`src/rtl/pool_pkg.sv`:
```
// rtl/pool_pkg.sv - shared definitions for the pooling/unpooling stages
package pool_pkg;

  localparam int DATA_WIDTH_DEF = 32;

  // Divide-by-4 for a 2x2 block, shared with the pooling stage.
  localparam int POOL_SHIFT = 2;

  typedef enum logic [1:0] {
    FILL   = 2'd0,
    EMIT_A = 2'd1,
    EMIT_B = 2'd2
  } unpool_state_e;

endpackage

```
`src/rtl/unpool_row_buffer.sv`:
```
// rtl/unpool_row_buffer.sv - one pooled row of scaled values, async read
module unpool_row_buffer #(
  parameter int DATA_WIDTH = 32,
  parameter int ROW_LEN    = 4,
  parameter int IDX_W      = 2
) (
  input  logic                  clk,
  input  logic                  rst,
  input  logic                  wr_en,
  input  logic [IDX_W-1:0]      wr_idx,
  input  logic [DATA_WIDTH-1:0] wr_data,
  input  logic [IDX_W-1:0]      rd_idx,
  output logic [DATA_WIDTH-1:0] rd_data
);

  logic [DATA_WIDTH-1:0] mem_q [ROW_LEN];
  logic [DATA_WIDTH-1:0] mem_d [ROW_LEN];

  // Next contents: write the addressed entry, everything else holds.
  always_comb begin
    mem_d = mem_q;
    for (int i = 0; i < ROW_LEN; i++) begin
      if (wr_en && (wr_idx == IDX_W'(i))) begin
        mem_d[i] = wr_data;
      end
    end
  end

  // Only entry 0 is cleared so the idle output reads a defined zero.
  always_ff @(posedge clk) begin
    if (rst) begin
      mem_q[0] <= '0;
    end else begin
      mem_q <= mem_d;
    end
  end

  // Read mux written as a compare chain so any ROW_LEN indexes cleanly.
  always_comb begin
    rd_data = '0;
    for (int i = 0; i < ROW_LEN; i++) begin
      if (rd_idx == IDX_W'(i)) begin
        rd_data = mem_q[i];
      end
    end
  end

endmodule

```
`src/rtl/avgunpool_stream.sv`:
```
// rtl/avgunpool_stream.sv - streaming 2x2 average unpooling
module avgunpool_stream
  import pool_pkg::*;
#(
  parameter  int DATA_WIDTH = DATA_WIDTH_DEF,
  parameter  int ROW_LEN    = 4,
  localparam int COL_WIDTH  = $clog2(2*ROW_LEN) + 1
) (
  input  logic                  Clock,
  input  logic                  Reset,
  input  logic                  In_Valid,
  output logic                  In_Ready,
  input  logic [DATA_WIDTH-1:0] In_Value,
  output logic                  Out_Valid,
  input  logic                  Out_Ready,
  output logic [DATA_WIDTH-1:0] Out_Value,
  output logic                  Out_Row_End
);

  localparam int IDX_W = (ROW_LEN > 1) ? $clog2(ROW_LEN) : 1;
  localparam logic [IDX_W-1:0]     LAST_IDX  = IDX_W'(ROW_LEN - 1);
  localparam logic [COL_WIDTH-1:0] LAST_BEAT = COL_WIDTH'(2*ROW_LEN - 1);

  unpool_state_e         state_q, state_d;
  logic [IDX_W-1:0]      wr_idx_q, wr_idx_d;
  logic [COL_WIDTH-1:0]  beat_q, beat_d;
  logic                  in_fire, out_fire;
  logic [IDX_W-1:0]      rd_idx;
  logic [DATA_WIDTH-1:0] rd_data;

  // Handshake decode from registered state only.
  always_comb begin
    In_Ready    = (state_q == FILL);
    Out_Valid   = (state_q != FILL);
    Out_Row_End = (state_q != FILL) && (beat_q == LAST_BEAT);
    in_fire     = In_Valid && In_Ready;
    out_fire    = Out_Valid && Out_Ready;
    rd_idx      = IDX_W'(beat_q >> 1);
    Out_Value   = rd_data;
  end

  // Next state: fill one row, then replay it twice at double width.
  always_comb begin
    state_d  = state_q;
    wr_idx_d = wr_idx_q;
    beat_d   = beat_q;
    case (state_q)
      FILL: begin
        if (in_fire) begin
          if (wr_idx_q == LAST_IDX) begin
            wr_idx_d = '0;
            state_d  = EMIT_A;
          end else begin
            wr_idx_d = wr_idx_q + IDX_W'(1);
          end
        end
      end
      EMIT_A, EMIT_B: begin
        if (out_fire) begin
          if (beat_q == LAST_BEAT) begin
            beat_d  = '0;
            state_d = (state_q == EMIT_A) ? EMIT_B : FILL;
          end else begin
            beat_d = beat_q + COL_WIDTH'(1);
          end
        end
      end
      default: begin
        state_d  = FILL;
        wr_idx_d = '0;
        beat_d   = '0;
      end
    endcase
  end

  // State, write index and beat registers; reset drops any partial row.
  always_ff @(posedge Clock) begin
    if (Reset) begin
      state_q  <= FILL;
      wr_idx_q <= '0;
      beat_q   <= '0;
    end else begin
      state_q  <= state_d;
      wr_idx_q <= wr_idx_d;
      beat_q   <= beat_d;
    end
  end

  unpool_row_buffer #(
    .DATA_WIDTH (DATA_WIDTH),
    .ROW_LEN    (ROW_LEN),
    .IDX_W      (IDX_W)
  ) u_row_buffer (
    .clk     (Clock),
    .rst     (Reset),
    .wr_en   (in_fire),
    .wr_idx  (wr_idx_q),
    .wr_data (In_Value >> POOL_SHIFT),
    .rd_idx  (rd_idx),
    .rd_data (rd_data)
  );

endmodule

```
`config.mk`:
```
export PLATFORM = sky130hd
export DESIGN_NAME = avgunpool_stream
export DESIGN_NICKNAME = d
export VERILOG_FILES = /design/src/rtl/pool_pkg.sv /design/src/rtl/unpool_row_buffer.sv /design/src/rtl/avgunpool_stream.sv
export SDC_FILE = /design/constraint.sdc
export NUM_CORES = 1
export LEC_CHECK = 0
export CORE_AREA = 3 3 105 107
export DETAILED_ROUTE_END_ITERATION = 6
export DIE_AREA = 0 0 108 110
export PLACE_DENSITY = 0.73
export SYNTH_ARGS = -nofsm -noshare
export SYNTH_HDL_FRONTEND = slang
export SYNTH_SLANG_ARGS = --single-unit
```
`constraint.sdc`:
```
create_clock -name Clock -period 8.9 [get_ports Clock]
set_input_delay 0.89 -clock Clock [delete_from_list [all_inputs] [get_ports Clock]]
set_output_delay 0.89 -clock Clock [all_outputs]
set_load 0.02 [all_outputs]
```
==> metrics.cfg <==
[critical_path]
worstSetupPathType=flip-flop to output pin
cp-endpoint=Out_Value[18]
startpoint=beat_q[1]
cp_slowest_stage_delay_ns=0.69
r2r-start=state_q[1]
cp-start-kind=flip-flop
crit_family=buffers and inverters
cp_cell_sequence=buf_4 > mux4_2 > clkdlybuf4s50_1
reg2reg_slack_ns=6.73
critPathMaxFanout=17
endpoint_kind=output pin
worstReg2RegEnd=u_row_buffer.mem_q[114]
worstRegToRegCells=6
cp_num_cells=3
cp_num_buf_inv=2
cp.required_ns=8.01
critPathSlowestCell=dfxtp_2
cp.arrival_ns=2.78

[clocking]
post-cts-setup-buffers=0
hold_buffers=0
cts_resized=0
cts_made_buffers=17
ctsRootBufferMaster=clkbuf_8
clock_path_buffers=2
cts.sinks=128
clock_latency_ns=0.51
clkSlewWorstSetupHoldPaths_ns=0.06
cts_max_level=4
cts_tree=done

[drt]
num_vias=2952
drc=0
first_pass_iters=4
drt-total-wl_um=10000
detail_route.iter0.violations=136
viasPerCell=5.38
wire_per_inst_um=18.3
final_antenna_net_count=0

[yosys]
ys_seq_area_share_pct=68.9
async_reset_ff_share_pct=0
syn_area_per_cell_um2=15.2
yosysUniqueCellTypes=34
synth_top_area_share_pct=53.8
synth_area_leader_cell=edfxtp_1
synth-edff-count=90
yosys_warnings=0
syn_inst=330
dominantRegCellSynth=edfxtp_1
syn_area_um2=5030
synth.most_common_cell=edfxtp_1
synth_common_cells=90 x edfxtp_1, 63 x nand2_1, 38 x dfxtp_1, 36 x a21oi_1, 30 x mux4_2
ys_ff_latch=128
synth_top_cells_by_area=edfxtp_1 54%, dfxtp_1 15%, mux4_2 13%

[die]
fp.dieH_um=110
dieArea_um2=11900
die_w_um=108
pin_count=71
core-area_um2=10200
initial_core_util_pct=49.1
rows=37

[layout]
n_antenna_cell=0
final_nets=444
n_fill_cell=755
drive_gt1_share_pct=17.4
syn2layout_area_growth_pct=27.0
regArea_um2=3470
multi_input_area_um2=1440
fin_util_pct=62.4

[global_route]
grt_pass1_wl_um=16000
grt_max_degree=43
globalRouteOverflowTotal=0
first_global_vias=3142
groute.usage.overall_pct=18.6
grt_antenna_before_repair=0

[sta]
layout_worst_path_cycle_share_pct=41.2
max_slew.worst_pin.slew_ns=0.889
rsz0062_at_grt=no
fmax_mhz=273
max_slew_margin_pct=40.8
fin_crit_ns=3.67
hold-worst-slack_ns=0.454
hold_violations=0
fin_skew_ns=0.00849
slew_viol_final=0
setup_viol=0
final.setup.tns_ns=0

[placed_design]
hpwl_um=5940
place_congestion=0.705
io_buffers=66

[power]
power_leakage_uw=0.00214
vdd_drop_max_mv=0.129
p_per_area_nw_per_um2=229
power_uw=1460

[hold_path]
hp-class=flip-flop to flip-flop

[outcome]
status=complete, no violations

[flow_run]
drv_cap=0

==> state kept, by name, summed over array words and instances (netlist names) <==
name and flops:
wr_idx_q 2, state_q 2, u_row_buffer.mem_q 120, beat_q 4
==> metrics by stage <==
step | instance area (µm²) | cells | setup slack (ns)
floorplan | 5030 | 331 | 5.24
global placement | 5810 | 517 | 5.69
detailed placement | 5810 | 517 | 5.69
CTS | 6380 | 549 | 5.13
global route | 6380 | 549 | 5.03
finish | 6380 | 549 | 5.23
==> metal layers <==
layer / vias to the layer above / routed length (µm) / part of all wire (%) / global-route usage, %
li1: 1373 / - / - / -
met5: - / 0 / 0 / 0
met4: 0 / 121 / 1.2 / 6.58
met2: 116 / 4910 / 49 / 30.4
met1: 1450 / 4340 / 43 / 24.0
met3: 13 / 674 / 6.7 / 5.36
==> placed cells by master, fill, tap and decap left out, drive strengths merged, types with 2 or more instances in the layout <==
cell	count
a21oi	36
or3	2
ha	8
nand3	4
nand2b	4
mux4	30
clkbuf	21
clkdlybuf4s50	65
clkinv	4
nand2	63
bufinv	3
o21ai	4
and3	2
edfxtp	90
inv	9
nor2	3
conb	2
mux2i	2
nor2b	2
buf	6
and2	2
dfxtp	38
clkinvlp	3
==> tightest hold or removal path: stages, from the launching register on <==
cell and delay [ns]:
dfxtp_1 0.30, nand2_1 0.05, a21oi_1 0.05
==> final cells by class <==
class | count | area share [%]
clock inverters | 11 | 2.16
clock buffers | 21 | 6.88
multi-input cells | 174 | 22.6
inverters | 8 | 0.510
flip-flops and latches | 128 | 54.3
well taps | 136 | 2.67
repair buffers | 71 | 10.9
==> logic make-up (layout without fill, tap and decap cells) <==
logic type	after synthesis	in the layout	share of synthesized area, %
fa+ha+maj	8	8	1.99
compound gates	44	44	4.63
simple gates	88	88	7.96
other cells	1	2	0.0746
flops	128	128	68.9
buf+inv	29	111	2.61
mux	32	32	13.8
==> how the worst min path moves through the flow <==
stage / cells after the start / to / slack, ns / start
after floorplan: 2 / u_row_buffer.mem_q[100] / 0.43 / u_row_buffer.mem_q[100]
final: 2 / u_row_buffer.mem_q[124] / 0.45 / u_row_buffer.mem_q[124]
after detailed placement: 2 / u_row_buffer.mem_q[124] / 0.45 / u_row_buffer.mem_q[124]
after CTS: 2 / u_row_buffer.mem_q[117] / 0.46 / u_row_buffer.mem_q[117]
after global routing: 2 / u_row_buffer.mem_q[101] / 0.47 / u_row_buffer.mem_q[101]
after global placement: 2 / u_row_buffer.mem_q[118] / 0.44 / u_row_buffer.mem_q[118]
==> report_power, final <==
group	internal, µW	leakage, µW	switching [µW]
Clock	431	0.000271	242
Sequential	657	0.00112	7.62
Combinational	55.0	0.000750	66.3
Total	1140	0.00214	315
Note: power is estimated with default switching activity, not from simulation.
